`config.mk`:
```
export PLATFORM = sky130hd
export DESIGN_NAME = bus_dma_host
export DESIGN_NICKNAME = d
export VERILOG_FILES = /design/src/rtl/bus_dma_pkg.sv /design/src/rtl/bus_dma_regs.sv /design/src/rtl/bus_dma_host.sv
export SDC_FILE = /design/constraint.sdc
export NUM_CORES = 1
export LEC_CHECK = 0
export CAP_MARGIN = 25
export CORE_UTILIZATION = 52
export DETAILED_ROUTE_END_ITERATION = 8
export PLACE_DENSITY = 0.8
export SETUP_SLACK_MARGIN = 0.05
export SLEW_MARGIN = 25
export SYNTH_ARGS = -nofsm -noshare
export SYNTH_HDL_FRONTEND = slang
export SYNTH_SLANG_ARGS = --single-unit
```
`constraint.sdc`:
```
create_clock -name clk_i -period 2.7 [get_ports clk_i]
set_input_delay 0.405 -clock clk_i [delete_from_list [all_inputs] [get_ports clk_i]]
set_output_delay 0.405 -clock clk_i [all_outputs]
set_load 0.03 [all_outputs]
```
`src/rtl/bus_dma_pkg.sv`:
```
// Shared definitions for the bus_dma_host copy engine: register word indices,
// CTRL/STATUS bit positions and the transfer state encoding.
`timescale 1ns/1ps
package bus_dma_pkg;

  // Register word indices, i.e. dev_addr_i[4:2].
  localparam logic [2:0] REG_SRC    = 3'd0;
  localparam logic [2:0] REG_DST    = 3'd1;
  localparam logic [2:0] REG_LEN    = 3'd2;
  localparam logic [2:0] REG_CTRL   = 3'd3;
  localparam logic [2:0] REG_STATUS = 3'd4;
  localparam logic [2:0] REG_CYCLES = 3'd5;

  localparam int CTRL_START  = 0;
  localparam int CTRL_IRQ_EN = 1;

  localparam int STATUS_BUSY = 0;
  localparam int STATUS_DONE = 1;
  localparam int STATUS_ERR  = 2;

  typedef enum logic [2:0] {
    ST_IDLE    = 3'd0,
    ST_RD_REQ  = 3'd1,
    ST_RD_WAIT = 3'd2,
    ST_WR_REQ  = 3'd3,
    ST_WR_WAIT = 3'd4
  } dma_state_e;

  function automatic logic reg_exists(input logic [2:0] idx);
    return idx <= REG_CYCLES;
  endfunction

endpackage

```
`src/rtl/bus_dma_regs.sv`:
```
// Device-side register file of bus_dma_host: decode, single-cycle response and
// status bits. The CYCLES counter exists only when BUS_DMA_HOST_PERF_EN is defined.
`timescale 1ns/1ps
module bus_dma_regs
  import bus_dma_pkg::*;
#(
  parameter int AddressWidth = 32,
  parameter int DataWidth    = 32,
  parameter int LenWidth     = 16
) (
  input  logic                    clk_i,
  input  logic                    rst_ni,
  input  logic                    dev_req_i,
  input  logic                    dev_we_i,
  input  logic [2:0]              idx_i,
  input  logic [DataWidth-1:0]    dev_wdata_i,
  output logic                    dev_rvalid_o,
  output logic [DataWidth-1:0]    dev_rdata_o,
  output logic                    dev_err_o,
  input  logic                    busy_i,
  input  logic                    done_set_i,
  input  logic                    err_set_i,
  output logic [AddressWidth-1:0] src_o,
  output logic [AddressWidth-1:0] dst_o,
  output logic [LenWidth-1:0]     len_o,
  output logic                    start_o,
  output logic                    irq_o
);

  logic                 wr;
  logic                 irq_en_q;
  logic                 done_q;
  logic                 err_q;
  logic [DataWidth-1:0] rdata_d;

  assign wr      = dev_req_i & dev_we_i;
  assign start_o = wr && (idx_i == REG_CTRL) && dev_wdata_i[CTRL_START] && !busy_i;
  assign irq_o   = done_q & irq_en_q;

  // NOTE: state flops use non-blocking assignments so every flop samples
  // pre-edge values, independent of statement order.
  always_ff @(posedge clk_i or negedge rst_ni) begin
    if (!rst_ni) begin
      src_o    <= '0;
      dst_o    <= '0;
      len_o    <= '0;
      irq_en_q <= 1'b0;
      done_q   <= 1'b0;
      err_q    <= 1'b0;
    end else begin
      if (wr && !busy_i) begin
        case (idx_i)
          REG_SRC: src_o <= {dev_wdata_i[AddressWidth-1:2], 2'b00};
          REG_DST: dst_o <= {dev_wdata_i[AddressWidth-1:2], 2'b00};
          REG_LEN: len_o <= dev_wdata_i[LenWidth-1:0];
          default: ;
        endcase
      end
      if (wr && idx_i == REG_CTRL) irq_en_q <= dev_wdata_i[CTRL_IRQ_EN];
      // A completion in the same cycle as a STATUS write must not be lost.
      if (done_set_i)                   done_q <= 1'b1;
      else if (wr && idx_i == REG_STATUS) done_q <= 1'b0;
      if (err_set_i)                    err_q  <= 1'b1;
      else if (wr && idx_i == REG_STATUS) err_q  <= 1'b0;
    end
  end

`ifdef BUS_DMA_HOST_PERF_EN
  logic [31:0] cycles_q;

  always_ff @(posedge clk_i or negedge rst_ni) begin
    if (!rst_ni)                          cycles_q <= '0;
    else if (start_o)                     cycles_q <= '0;
    else if (busy_i && cycles_q != '1)    cycles_q <= cycles_q + 32'd1;
  end
`endif

  // NOTE: the default assignment up front keeps this block purely
  // combinational; a missing path would otherwise infer a latch.
  always_comb begin
    rdata_d = '0;
    case (idx_i)
      REG_SRC:    rdata_d = DataWidth'(src_o);
      REG_DST:    rdata_d = DataWidth'(dst_o);
      REG_LEN:    rdata_d = DataWidth'(len_o);
      REG_CTRL:   rdata_d[CTRL_IRQ_EN] = irq_en_q;
      REG_STATUS: begin
        rdata_d[STATUS_BUSY] = busy_i;
        rdata_d[STATUS_DONE] = done_q;
        rdata_d[STATUS_ERR]  = err_q;
      end
`ifdef BUS_DMA_HOST_PERF_EN
      REG_CYCLES: rdata_d = DataWidth'(cycles_q);
`endif
      default:    rdata_d = '0;
    endcase
  end

  always_ff @(posedge clk_i or negedge rst_ni) begin
    if (!rst_ni) begin
      dev_rvalid_o <= 1'b0;
      dev_err_o    <= 1'b0;
      dev_rdata_o  <= '0;
    end else begin
      dev_rvalid_o <= dev_req_i;
      dev_err_o    <= dev_req_i && !reg_exists(idx_i);
      dev_rdata_o  <= (dev_req_i && !dev_we_i) ? rdata_d : '0;
    end
  end

endmodule

```
`src/rtl/bus_dma_host.sv`:
```
// Memory-to-memory copy engine acting as a bus host; one outstanding transaction.
// Optional CYCLES counter is enabled with BUS_DMA_HOST_PERF_EN.
`timescale 1ns/1ps
module bus_dma_host
  import bus_dma_pkg::*;
#(
  parameter int AddressWidth = 32,
  parameter int DataWidth    = 32,
  parameter int LenWidth     = 16
) (
  input  logic                    clk_i,
  input  logic                    rst_ni,
  input  logic                    dev_req_i,
  input  logic                    dev_we_i,
  input  logic [3:0]              dev_be_i,
  input  logic [AddressWidth-1:0] dev_addr_i,
  input  logic [DataWidth-1:0]    dev_wdata_i,
  output logic                    dev_rvalid_o,
  output logic [DataWidth-1:0]    dev_rdata_o,
  output logic                    dev_err_o,
  output logic                    host_req_o,
  input  logic                    host_gnt_i,
  output logic [AddressWidth-1:0] host_addr_o,
  output logic                    host_we_o,
  output logic [3:0]              host_be_o,
  output logic [DataWidth-1:0]    host_wdata_o,
  input  logic                    host_rvalid_i,
  input  logic [DataWidth-1:0]    host_rdata_i,
  input  logic                    host_err_i,
  output logic                    dma_irq_o
);

  dma_state_e            state_q, state_d;
  logic [AddressWidth-1:0] src_reg, dst_reg, src_q, dst_q;
  logic [LenWidth-1:0]     len_reg, cnt_q;
  logic [DataWidth-1:0]    data_q;
  logic                    start, busy, done_set, err_set, last_word;
  logic                    unused_bits;

  // Partial byte enables are treated as full-word writes; only [4:2] decodes.
  assign unused_bits = ^{dev_be_i, dev_addr_i[AddressWidth-1:5], dev_addr_i[1:0]};
  assign busy        = (state_q != ST_IDLE);
  assign last_word   = (cnt_q == LenWidth'(1));

  bus_dma_regs #(
    .AddressWidth(AddressWidth),
    .DataWidth   (DataWidth),
    .LenWidth    (LenWidth)
  ) u_regs (
    .clk_i       (clk_i),
    .rst_ni      (rst_ni),
    .dev_req_i   (dev_req_i),
    .dev_we_i    (dev_we_i),
    .idx_i       (dev_addr_i[4:2]),
    .dev_wdata_i (dev_wdata_i),
    .dev_rvalid_o(dev_rvalid_o),
    .dev_rdata_o (dev_rdata_o),
    .dev_err_o   (dev_err_o),
    .busy_i      (busy),
    .done_set_i  (done_set),
    .err_set_i   (err_set),
    .src_o       (src_reg),
    .dst_o       (dst_reg),
    .len_o       (len_reg),
    .start_o     (start),
    .irq_o       (dma_irq_o)
  );

  // host_req_o decodes straight from this register, so reset drops it at once.
  always_ff @(posedge clk_i or negedge rst_ni) begin
    if (!rst_ni) state_q <= ST_IDLE;
    else         state_q <= state_d;
  end

  always_comb begin
    state_d = state_q;
    case (state_q)
      ST_IDLE:    if (start && len_reg != '0) state_d = ST_RD_REQ;
      ST_RD_REQ:  if (host_gnt_i) state_d = ST_RD_WAIT;
      ST_RD_WAIT: if (host_rvalid_i) state_d = host_err_i ? ST_IDLE : ST_WR_REQ;
      ST_WR_REQ:  if (host_gnt_i) state_d = ST_WR_WAIT;
      ST_WR_WAIT: if (host_rvalid_i) state_d = (host_err_i || last_word) ? ST_IDLE : ST_RD_REQ;
      default:    state_d = ST_IDLE;
    endcase
  end

  always_comb begin
    host_req_o   = 1'b0;
    host_we_o    = 1'b0;
    host_be_o    = 4'h0;
    host_addr_o  = '0;
    host_wdata_o = '0;
    done_set     = 1'b0;
    err_set      = 1'b0;
    case (state_q)
      ST_IDLE: done_set = start && (len_reg == '0);
      ST_RD_REQ: begin
        host_req_o  = 1'b1;
        host_be_o   = 4'hF;
        host_addr_o = src_q;
      end
      ST_RD_WAIT: begin
        done_set = host_rvalid_i && host_err_i;
        err_set  = host_rvalid_i && host_err_i;
      end
      ST_WR_REQ: begin
        host_req_o   = 1'b1;
        host_we_o    = 1'b1;
        host_be_o    = 4'hF;
        host_addr_o  = dst_q;
        host_wdata_o = data_q;
      end
      ST_WR_WAIT: begin
        done_set = host_rvalid_i && (host_err_i || last_word);
        err_set  = host_rvalid_i && host_err_i;
      end
      default: ;
    endcase
  end

  // Working copies; the programmed SRC/DST/LEN registers are never modified.
  always_ff @(posedge clk_i or negedge rst_ni) begin
    if (!rst_ni) begin
      src_q  <= '0;
      dst_q  <= '0;
      cnt_q  <= '0;
      data_q <= '0;
    end else begin
      if (state_q == ST_IDLE && start && len_reg != '0) begin
        src_q <= src_reg;
        dst_q <= dst_reg;
        cnt_q <= len_reg;
      end
      if (state_q == ST_RD_WAIT && host_rvalid_i) data_q <= host_rdata_i;
      if (state_q == ST_WR_WAIT && host_rvalid_i && !host_err_i) begin
        src_q <= src_q + AddressWidth'(4);
        dst_q <= dst_q + AddressWidth'(4);
        cnt_q <= cnt_q - LenWidth'(1);
      end
    end
  end

endmodule

```
After elaboration in Yosys (flattened, before gate mapping). Index checks and enable logic that the tools add are counted. W data, S select, Z words.

$add $sub $neg: 3. Magnitude comparators: 1. Equal/unequal tests: 14. Muxes and demuxes: 29. Bitwise operators: 2. Reductions and logical operators: 35.

Operator list (count): $mux W32 (6); $pmux W29 S3 (1); $add A32 B3 Y32 const B (2); $pmux W32 S2 (1); $mux W16 (2); $eq A16 B1 Y1 const B (1); $logic_and A1 B1 Y1 (16); $logic_not A16 Y1 (1); $reduce_bool A16 Y1 (1); $sub A16 B1 Y16 const B (1); $mux W3 (5); $pmux W3 S5 (1); $eq A3 B2 Y1 const B (4); $ne A2 B2 Y1 const B (5); $mux W1 (7); $eq A3 B1 Y1 const B (2); $eq A3 B3 Y1 const B (2); $logic_not A3 Y1 (2); $pmux W1 S3 (2); $reduce_and A2 Y1 (3); $reduce_bool A2 Y1 (3); $reduce_and A5 Y1 (1); $logic_not A1 Y1 (4); $mux W4 (1); 8 further kinds (10).

Bits in registers: 228. Bits of input ports: 107. Word-level logic and storage cells: 98.

Logic depth before layout (Yosys ltp).
Word-level depth: 8. Gate-level depth with buffers: 9. Mapped depth without buffers: 6.

Modules after synthesis. A second synthesis with hierarchy kept.

Cell total of the unflattened synthesis: 1069. Area total of the unflattened synthesis: 11598.6 sq um.

Modules (own cells, without submodules): bus_dma_host (times used 1, cells an instance 740, area an instance 6826.5 sq um, seq. area each 2877.8 sq um); bus_dma_regs (times used 1, cells an instance 329, area an instance 4772.1 sq um, seq. area each 2827.7 sq um).

Worst setup path after synthesis. No wires, ideal clock.

Kind: flip-flop to output port. From: register state_q[2]. To: output host_wdata_o[22]. Arrival: 1734 ps. Path slack: 561 ps. Stages on the path, launching flop included: 7. Buffers on the path: 2. Cell sequence: dfrtp_1 > clkbuf_1 > inv_1 > nand2_1 > inv_1 > clkbuf_1 > and3_1.

Longest elaborated chain between the ends: 2.

RTL lines: start, declared (RTL line bus_dma_host.sv:33) `dma_state_e state_q, state_d;`; start signal, assigned (RTL line bus_dma_host.sv:72) `else state_q <= state_d;`; $eq A3 B2 Y1 (RTL line bus_dma_host.sv:95) `case (state_q)`; $mux W32 (RTL line bus_dma_host.sv:95); end, declared (RTL line bus_dma_host.sv:26) `output logic [DataWidth-1:0] host_wdata_o,`.

Every way passes these cells.

Worst setup path in the final report.
From: register state_q[2]. To: output host_wdata_o[29].

The elaborated chain is that of the path after synthesis.

==> flow_metrics.tcl <==
set metrics [dict create \
    cpPeakStageDelay_ps 460 \
    synthArstFlopShare_pct 100 \
    num_rows 52 \
    synth_top_cell_area_share_pct 51.1 \
    fin_nets 1331 \
    reg2regPathDepth 6 \
    die_area_um2 21700 \
    final_hold_viol_count 0 \
    cts_root_buf "clkbuf_16" \
    setup_ws_ps 198 \
    status "finished clean" \
    maxSlewHeadroom_pct 29.4 \
    clock_latency_ps 520 \
    fin_area_um2 13900 \
    grt_max_degree 66 \
    critPathSlowestCell "dfrtp_2" \
    end_kind "output pin" \
    io_pins 212 \
    netlist_top_cells_count "224 x dfrtp_1, 126 x nor2_1, 110 x mux2_2" \
    syn2layout_area_growth_pct 26.6 \
    antenna_left 0 \
    cts_buffers 24 \
    cts_tree "built" \
    synth_edf_count 0 \
    cp.required_ps 2300 \
    fill_cells 1605 \
    routed_wl_mm 29.4 \
    vias 9253 \
    worstSetupPathType "flop to output pin" \
    fin_cells 1505 \
    hold_path_end "u_regs.dev_rvalid_o" \
    clockBufferDepth 3 \
    first_pass_iters 5 \
    placed_cell_area_um2 13200 \
    placeableCoreArea_um2 20500 \
    track_usage_pct 27.6 \
    die_y_um 147 \
    path_cells "inv_1 -> nand2_1 -> buf_6 -> inv_1 -> buf_6 -> and3_1 -> buf_4" \
    ys_types 62 \
    r2r_setup_slack_ps 320 \
    vias_per_cell 6.15 \
    final_max_slew_viol_count 0 \
    hold_depth 1 \
    diodes 0 \
    start_util_pct 53.6 \
    timing.rr.start "u_regs.len_o[12]" \
    preCtsSetupSlack_ps 252 \
    htree_levels 1 \
    final.min_clock_period_ps 2500 \
    worst_slew_pin_slew_ps 1060 \
    cts_setup_buffers 0 \
    synth_most_common_cell "dfrtp_1" \
    drc 0 \
    drive_above_1_share_pct 20.3 \
    ys_warn_count 0 \
    ys_seq_area_share_pct 51.1 \
    yosys.area.top_type "dfrtp_1" \
    fin_skew_ps 13.6 \
    die_w_um 147 \
    hp-start "dev_req_i" \
    clk_pin_slew_worst_paths_ps 60 \
    post_drt_wl_per_cell_um 19.5 \
    max_freq_mhz 400 \
    tns_ps 0 \
    drv_cap 0 \
    overflow 0 \
    syn_inst 1044 \
    start_kind "flop" \
    grt_setup_unrepaired "no" \
    hold_path.class "input port to flop" \
    powerDensity_nw_per_um2 915 \
    antenna_found_initial 0 \
    drt_iter0_drc 743 \
    clkSinkCount 224 \
    p_total_w 0.0127 \
    placedCellCount 1463 \
    final.period_utilization_pct 92.7 \
    power.leakage_nw 6.27 \
    synth-main-ff-cell "dfrtp_1" \
    timing.rr.end "src_q[19]" \
    avgSynthCellArea_um2 10.5 \
    max-vdd-ir-drop_v 0.000506 \
    arrival_ps 2100 \
    syn_area_um2 11000 \
    io_buffer_count 176 \
    synth-seq-cells 224 \
    place_hpwl_mm 20.3 \
    grt_pass1_wl_mm 48.0 \
    synth_area_leaders "dfrtp_1 51%, mux2_2 11%, nor2_1 4.3%" \
    crit_fanout 37 \
    setup_viol 0 \
    first_global_vias 9022 \
    place.gp.congestion 0.863 \
]
## per-stage QoR
stage          hold WS (ps)  util [%]
2_1_floorplan           109         -
3_3_place_gp            391      64.2
3_5_place_dp            394      64.2
4_1_cts                 404      67.8
5_1_grt                 426      67.8
6_report                420      67.8
## timing repair
item | CTS | global route
endpoints found under the setup margin | 58 | 33
endpoints found under the hold margin | 61 | 0
gates resized for setup | 27 | 3
hold buffers | 1 | 0
## critical path: cells and delay by family, from the launching register on
kind	cells	cell delay (ps)
buf+inv	5	820
flops	1	460
simple gates	2	280
## registers in the layout, indices dropped and copies added, names as in the netlist
signal / flops
u_regs.len_o: 16
dst_q: 30
u_regs.irq_en_q: 1
u_regs.dev_rdata_o: 32
u_regs.src_o: 30
state_q: 3
u_regs.dst_o: 30
u_regs.dev_err_o: 1
u_regs.err_q: 1
cnt_q: 16
src_q: 30
data_q: 32
u_regs.done_q: 1
u_regs.dev_rvalid_o: 1
## worst max path at each step
stage,from,to,slack (ps)
detailed placement,host_rvalid_i,src_q[4],250
finish,state_q[2],host_wdata_o[29],200
global placement,host_rvalid_i,cnt_q[11],280
global route,state_q[2],host_wdata_o[27],100
CTS,state_q[2],host_wdata_o[29],60
floorplan,state_q[2],host_wdata_o[22],560
## layout by cell type (no fill, tap or decap), drive strengths merged, types with 12 or more instances in the layout
| cell | Yosys | routed |
|---|---|---|
| dfrtp | 224 | 224 |
| nor2 | 126 | 126 |
| mux2 | 110 | 110 |
| clkdlybuf4s50 | 0 | 107 |
| buf | 30 | 88 |
| nand2 | 73 | 73 |
| mux2i | 47 | 47 |
| and3 | 45 | 45 |
| nand3 | 40 | 40 |
| clkbuf | 43 | 36 |
| a21oi | 33 | 33 |
| o21ai | 27 | 27 |
| dlygate4sd2 | 0 | 25 |
| nand4 | 22 | 22 |
| a22oi | 21 | 21 |
| inv | 19 | 19 |
| o311ai | 18 | 18 |
| nor3 | 16 | 16 |
| o211ai | 14 | 14 |
| nor4 | 14 | 14 |
| a221o | 12 | 12 |
## routing by layer
| layer | wire length [µm] | global-route usage, % | vias to the layer above |
|---|---|---|---|
| met5 | 0 | 0 | - |
| met4 | 914 | 9.38 | 0 |
| met3 | 1980 | 4.53 | 68 |
| met2 | 13800 | 44.0 | 388 |
| met1 | 12700 | 38.4 | 4613 |
| li1 | - | - | 4184 |
## power by group
part	total, W	leakage [nW]	internal [W]	switching, W
Sequential	0.00569	2.90	0.00452	0.00117
Combinational	0.00385	3.01	0.00187	0.00198
Clock	0.00319	0.361	0.00189	0.00130
## final cells by class
| cell class | instances | area, µm² | share of cell area, % |
|---|---|---|---|
| repair buffers | 222 | 2130 | 15.3 |
| clock inverters | 5 | 75.1 | 0.540 |
| multi-input cells | 729 | 5010 | 36.1 |
| inverters | 19 | 71.3 | 0.513 |
| flip-flops and latches | 224 | 5610 | 40.4 |
| clock buffers | 36 | 667 | 4.80 |
| well taps | 270 | 338 | 2.43 |
## cell families (layout without fill, tap and decap cells)
| kind of cell | after synthesis | in the layout | synth area share (%) |
|---|---|---|---|
| buffers and inverters | 92 | 282 | 3.59 |
| AOI/OAI and AO/OA | 183 | 183 | 11.9 |
| muxes | 157 | 157 | 15.6 |
| DFF | 224 | 224 | 51.1 |
| adders and majority gates | 4 | 4 | 0.456 |
| xor gates and xnor gates | 3 | 3 | 0.239 |
| other | 1 | 2 | 0.0342 |
| and+or+nand+nor | 380 | 380 | 17.1 |
Power figures use the tool's default switching activity.
